`src/rtl/ext_trig_pkg.sv`:
```
// Shared types and default widths for the external-trigger run controller.
package ext_trig_pkg;

  localparam int DEAD_W  = 16;
  localparam int CNT_W   = 32;
  localparam int PHASE_W = 5;

  typedef enum logic [1:0] {
    IDLE = 2'd0,
    RUN  = 2'd1,
    DEAD = 2'd2,
    DONE = 2'd3
  } run_state_t;

endpackage

```
`src/rtl/ext_trig_sat_counter.sv`:
```
// Saturating statistics counter: synchronous clear, sticks at all-ones.
module ext_trig_sat_counter #(
  parameter int W = 32
) (
  input  logic         clk,
  input  logic         resetn,
  input  logic         clr,
  input  logic         inc,
  output logic [W-1:0] count
);

  // clear has priority over increment; increment stops at all-ones
  always_ff @(posedge clk) begin
    if (!resetn)                        count <= '0;
    else if (clr)                       count <= '0;
    else if (inc && (count != '1))      count <= count + W'(1);
  end

endmodule

```
`src/rtl/ext_trig_run_ctrl.sv`:
```
// Run/acceptance controller for the external-trigger path (clk40 domain).
// Optional build macro EXT_TRIG_PRESCALE_EN adds an input prescaler that
// accepts only every (prescale+1)-th otherwise-eligible candidate.
module ext_trig_run_ctrl #(
  parameter int DEAD_W  = ext_trig_pkg::DEAD_W,
  parameter int CNT_W   = ext_trig_pkg::CNT_W,
  parameter int PHASE_W = ext_trig_pkg::PHASE_W
) (
  input  logic               clk40,
  input  logic               resetn,
  input  logic               start_run,
  input  logic               stop_run,
  input  logic               candidate,
  input  logic [PHASE_W-1:0] candidate_phase,
  input  logic               busy_in,
  input  logic [DEAD_W-1:0]  dead_cycles,
  input  logic [CNT_W-1:0]   max_triggers,
`ifdef EXT_TRIG_PRESCALE_EN
  input  logic [7:0]         prescale,
`endif
  output logic               trig_out,
  output logic [PHASE_W-1:0] trig_phase,
  output logic               running,
  output logic [1:0]         run_state,
  output logic [CNT_W-1:0]   accepted_count,
  output logic [CNT_W-1:0]   busy_veto_count,
  output logic [CNT_W-1:0]   dead_veto_count
);

  import ext_trig_pkg::*;

  run_state_t        state, state_nxt;
  logic [DEAD_W-1:0] dead_cnt, dead_nxt;
  logic              busy_m, busy_s;
  logic              accept, busy_inc, dead_inc, clr;
  logic              ps_hit;
  logic [CNT_W-1:0]  acc_plus1;

  assign acc_plus1 = accepted_count + CNT_W'(1);
  assign running   = (state == RUN) || (state == DEAD);
  assign run_state = state;

  // two-flop synchroniser for the asynchronous downstream busy
  always_ff @(posedge clk40) begin
    if (!resetn) begin
      busy_m <= 1'b0;
      busy_s <= 1'b0;
    end else begin
      busy_m <= busy_in;
      busy_s <= busy_m;
    end
  end

`ifdef EXT_TRIG_PRESCALE_EN
  logic [7:0] ps_cnt;
  logic       eligible;

  assign eligible = (state == RUN) && !stop_run && candidate && !busy_s;
  assign ps_hit   = (ps_cnt == prescale);

  // prescale counter advances on every eligible candidate, restarts each run
  always_ff @(posedge clk40) begin
    if (!resetn || clr)  ps_cnt <= '0;
    else if (eligible)   ps_cnt <= ps_hit ? 8'd0 : ps_cnt + 8'd1;
  end
`else
  assign ps_hit = 1'b1;
`endif

  // next state, deadtime reload and the per-cycle accept/veto decisions
  always_comb begin
    state_nxt = state;
    dead_nxt  = dead_cnt;
    accept    = 1'b0;
    busy_inc  = 1'b0;
    dead_inc  = 1'b0;
    clr       = 1'b0;
    case (state)
      IDLE: begin
        if (start_run && !stop_run) begin
          state_nxt = RUN;
          clr       = 1'b1;
        end
      end
      RUN: begin
        if (stop_run) state_nxt = IDLE;
        else if (candidate) begin
          if (busy_s) busy_inc = 1'b1;
          else if (ps_hit) begin
            accept = 1'b1;
            // reaching the limit wins over starting a deadtime
            if ((max_triggers != '0) && (acc_plus1 == max_triggers)) state_nxt = DONE;
            else if (dead_cycles != '0) begin
              state_nxt = DEAD;
              dead_nxt  = dead_cycles;
            end
          end
        end
      end
      DEAD: begin
        if (stop_run) state_nxt = IDLE;
        else begin
          dead_inc = candidate;
          dead_nxt = dead_cnt - DEAD_W'(1);
          if (dead_cnt == DEAD_W'(1)) state_nxt = RUN;
        end
      end
      DONE: begin
        if (stop_run) state_nxt = IDLE;
        else if (start_run) begin
          state_nxt = RUN;
          clr       = 1'b1;
        end
      end
      default: state_nxt = IDLE;
    endcase
  end

  // state, deadtime counter and the registered trigger outputs
  always_ff @(posedge clk40) begin
    if (!resetn) begin
      state      <= IDLE;
      dead_cnt   <= '0;
      trig_out   <= 1'b0;
      trig_phase <= '0;
    end else begin
      state    <= state_nxt;
      dead_cnt <= dead_nxt;
      trig_out <= accept;
      if (accept) trig_phase <= candidate_phase;
    end
  end

  ext_trig_sat_counter #(.W(CNT_W)) u_acc_cnt (
    .clk(clk40), .resetn(resetn), .clr(clr), .inc(accept), .count(accepted_count)
  );

  ext_trig_sat_counter #(.W(CNT_W)) u_busy_cnt (
    .clk(clk40), .resetn(resetn), .clr(clr), .inc(busy_inc), .count(busy_veto_count)
  );

  ext_trig_sat_counter #(.W(CNT_W)) u_dead_cnt (
    .clk(clk40), .resetn(resetn), .clr(clr), .inc(dead_inc), .count(dead_veto_count)
  );

endmodule

```
`config.mk`:
```
export PLATFORM = sky130hd
export DESIGN_NAME = ext_trig_run_ctrl
export DESIGN_NICKNAME = d
export VERILOG_FILES = /design/src/rtl/ext_trig_pkg.sv /design/src/rtl/ext_trig_sat_counter.sv /design/src/rtl/ext_trig_run_ctrl.sv
export SDC_FILE = /design/constraint.sdc
export NUM_CORES = 1
export LEC_CHECK = 0
export BUFFER_PORTS_ARGS = -buffer_cell sky130_fd_sc_hd__buf_4
export CORE_ASPECT_RATIO = 0.8
export CORE_MARGIN = 5
export CORE_UTILIZATION = 40
export DETAILED_ROUTE_END_ITERATION = 12
export PLACE_DENSITY = 0.72
export SKIP_LAST_GASP = 1
export SLEW_MARGIN = 20
export SYNTH_ARGS = -nofsm -noshare
export SYNTH_HDL_FRONTEND = slang
export SYNTH_SLANG_ARGS = --single-unit
```
`constraint.sdc`:
```
create_clock -name clk40 -period 7.05 [get_ports clk40]
set_input_delay 0.705 -clock clk40 [delete_from_list [all_inputs] [get_ports clk40]]
set_output_delay 0.705 -clock clk40 [all_outputs]
set_load 0.05 [all_outputs]
```
==> results.json <==
{
  "clkTransAtPathRegs_ns": 0.06,
  "start_util_pct": 40.5,
  "clock_tree.buffer_depth": 2,
  "drive_above_1_share_pct": 20.2,
  "register_area_mm2": 0.00244,
  "synth_most_common_cell": "nor2_1",
  "routabilityCongestion": 0.956,
  "first_global_vias": 6603,
  "cts_resized": 0,
  "cts_sinks": 122,
  "crit_slowest_cell": "nor4_4",
  "fin_crit_sh_pct": 67.5,
  "worst-setup-path-type": "flop to flop",
  "dieArea_mm2": 0.0211,
  "end_kind": "flop",
  "max-slew-margin-rel_pct": 31.2,
  "synthesis.nets": 991,
  "portBuffers": 163,
  "cp.arrival_ns": 5.12,
  "ys_warn_count": 0,
  "run_status": "finished clean",
  "fmaxAchievable_mhz": 210,
  "async_flop_share_pct": 0,
  "synth_top_area_share_pct": 33.4,
  "min_period_ns": 4.76,
  "synthTopCellsByCount": "130 x nor2_1, 122 x dfxtp_1, 73 x nand2_1, 68 x xnor2_1, 49 x xor2_1",
  "multi_input_area_mm2": 0.00459,
  "cpPeakStageDelay_ns": 0.85,
  "rsz0062_at_grt": "no",
  "synth_seq_cells": 122,
  "min_path_type": "flop to flop",
  "drc_errors": 0,
  "postCtsHoldBufs": 0,
  "ios": 164,
  "setup_viol_count_final": 0,
  "cp_top_family": "simple AND/OR/NAND/NOR gates",
  "viasPerCell": 5.61,
  "die_w_um": 161,
  "grt_max_degree": 97,
  "power.density_mw_per_mm2": 189,
  "clock_latency_ns": 0.42,
  "htree_levels": 4,
  "tns_ns": 0,
  "synth_top_cell_by_area": "dfxtp_1",
  "grt_use_total_pct": 19.6,
  "synth_flop_cell": "dfxtp_1",
  "drtPass1Iterations": 4,
  "crit_top_cell": "nor4_4",
  "worst_ep_required_time_ns": 7.41,
  "area_growth_pct": 26.2,
  "die_y_um": 131,
  "drt_wl_total_mm": 21.6,
  "synthTopCellsByArea": "dfxtp_1 33%, xnor2_1 8.1%, nor2_1 6.7%",
  "cts_buffers": 17,
  "leakage_nw": 3.37,
  "synth_cells": 922,
  "path_max_fanout": 18,
  "post_cts_buffers": 0,
  "rows": 44,
  "core_mm2": 0.0181,
  "vias": 7309,
  "timing.final.max_slew_violations": 0,
  "finalHoldViolCount": 0,
  "grt_pass1_wl_mm": 33.9,
  "cts_tree": "built",
  "dp_hpwl_mm": 16.0,
  "crit_chain": "ha_1, nand3_2, nor4_4, nand3_1, a2111o_1, or4_4, nor4_4, or2_1, o221a_2",
  "skew_ns": 0.0110,
  "clockRootBuffer": "clkbuf_16",
  "postSynthAreaPerCell_um2": 7.93,
  "post-route-util_pct": 51.1,
  "tightest_slew_ns": 1.03,
  "cp-start-kind": "flop",
  "path_buf_inv": 0,
  "antenna_cells": 0,
  "yosysSeqAreaShare_pct": 33.4,
  "synth_cell_types": 72,
  "wl_per_cell_um": 16.5,
  "syn_area_mm2": 0.00731,
  "max-cap-violations": 0,
  "fin_nets": 1129,
  "synth_edf_count": 0,
  "ir_worst_vdd_v": 0.000125,
  "overflow": 0,
  "drtAntennaViolNets": 0,
  "grt_antenna_before_repair": 0,
  "drt_iter0_markers": 712,
  "fillers": 1712
}
[cell usage in the layout, fill, tap and decap left out, types with 10 or more instances in the layout]
cell type,count
and3_1,17
and4_1,15
or3_1,22
inv_1,23
nand3_1,29
buf_4,167
clkbuf_16,17
nand2b_1,12
nand4_1,38
nand2_1,73
o21ai_0,26
nor2_1,130
ha_1,10
nor3_1,42
xnor2_1,68
mux2i_1,10
dfxtp_1,122
o31ai_1,11
nor4_1,32
xor2_1,49
a21oi_1,36
[registers in the layout (all words and copies together), names as in the netlist]
| register | cells |
|---|---|
| u_acc_cnt.count | 32 |
| u_busy_cnt.count | 32 |
| u_dead_cnt.count | 32 |
| dead_cnt | 16 |
| trig_phase | 5 |
| run_state | 2 |
| busy_m | 1 |
| busy_s | 1 |
| trig_out | 1 |
[cells by family after synthesis]
group,Yosys count,synth area share [%]
compound gates,139,12.8
xor+xnor,117,14.0
flops,122,33.4
mux,10,1.37
fa+ha+maj,11,1.85
buf+inv,72,4.06
simple gates,451,32.5
[final cells by class]
type                    instances  area share, %
multi-input cells             728           49.7
well taps                     230           3.12
clock inverters                14           1.51
repair buffers                167           13.6
clock buffers                  18           4.65
inverters                      24          0.976
flip-flops and latches        122           26.5
[worst paths after layout]
check	cells after the start	endpoint	startpoint	slack (ns)
setup reg to reg	9	dead_cnt[6]$_SDFFE_PN0P_	u_acc_cnt.count[0]$_SDFFE_PP0P_	2.29
hold / removal	1	busy_s$_SDFF_PN0_	busy_m$_SDFF_PN0_	0.44
setup / recovery	9	dead_cnt[6]$_SDFFE_PN0P_	u_acc_cnt.count[0]$_SDFFE_PP0P_	2.29
hold reg to reg	1	busy_s$_SDFF_PN0_	busy_m$_SDFF_PN0_	0.44
[metrics by stage]
step	total power (W)	hold slack, ns	setup slack [ns]	instances	area [µm²]
finish	0.00175	0.438	2.29	1303	9230
global route	0.00182	0.466	2.01	1303	9230
CTS	0.00177	0.440	2.36	1303	9230
detailed placement	0.000919	0.428	2.35	1271	8660
global placement	0.000918	0.420	2.46	1271	8660
floorplan	0.000846	0.412	3.29	922	7310
[where the power goes]
group          switching, W  total, W  internal (W)  leakage (nW)
registers        0.00000909  0.000707      0.000698         0.984
clock network      0.000349  0.000842      0.000493         0.270
logic              0.000123  0.000198     0.0000748          2.11
[worst reg2reg max path: cells and delay by family, from the launching register on]
| family | cells | cell delay [ns] |
|---|---|---|
| fa+ha+maj | 1 | 0.29 |
| compound gates | 2 | 0.76 |
| simple gates | 6 | 3.21 |
| flops | 1 | 0.44 |
[layer usage]
metal / vias up / GRT usage [%] / part of all wire, %
met2: 258 / 29.9 / 45
met4: 0 / 6.72 / 2.0
met5: - / 0 / 0
li1: 3617 / - / -
met3: 34 / 5.11 / 6.8
met1: 3400 / 27.1 / 47
Note: power is estimated with default switching activity, not from simulation.
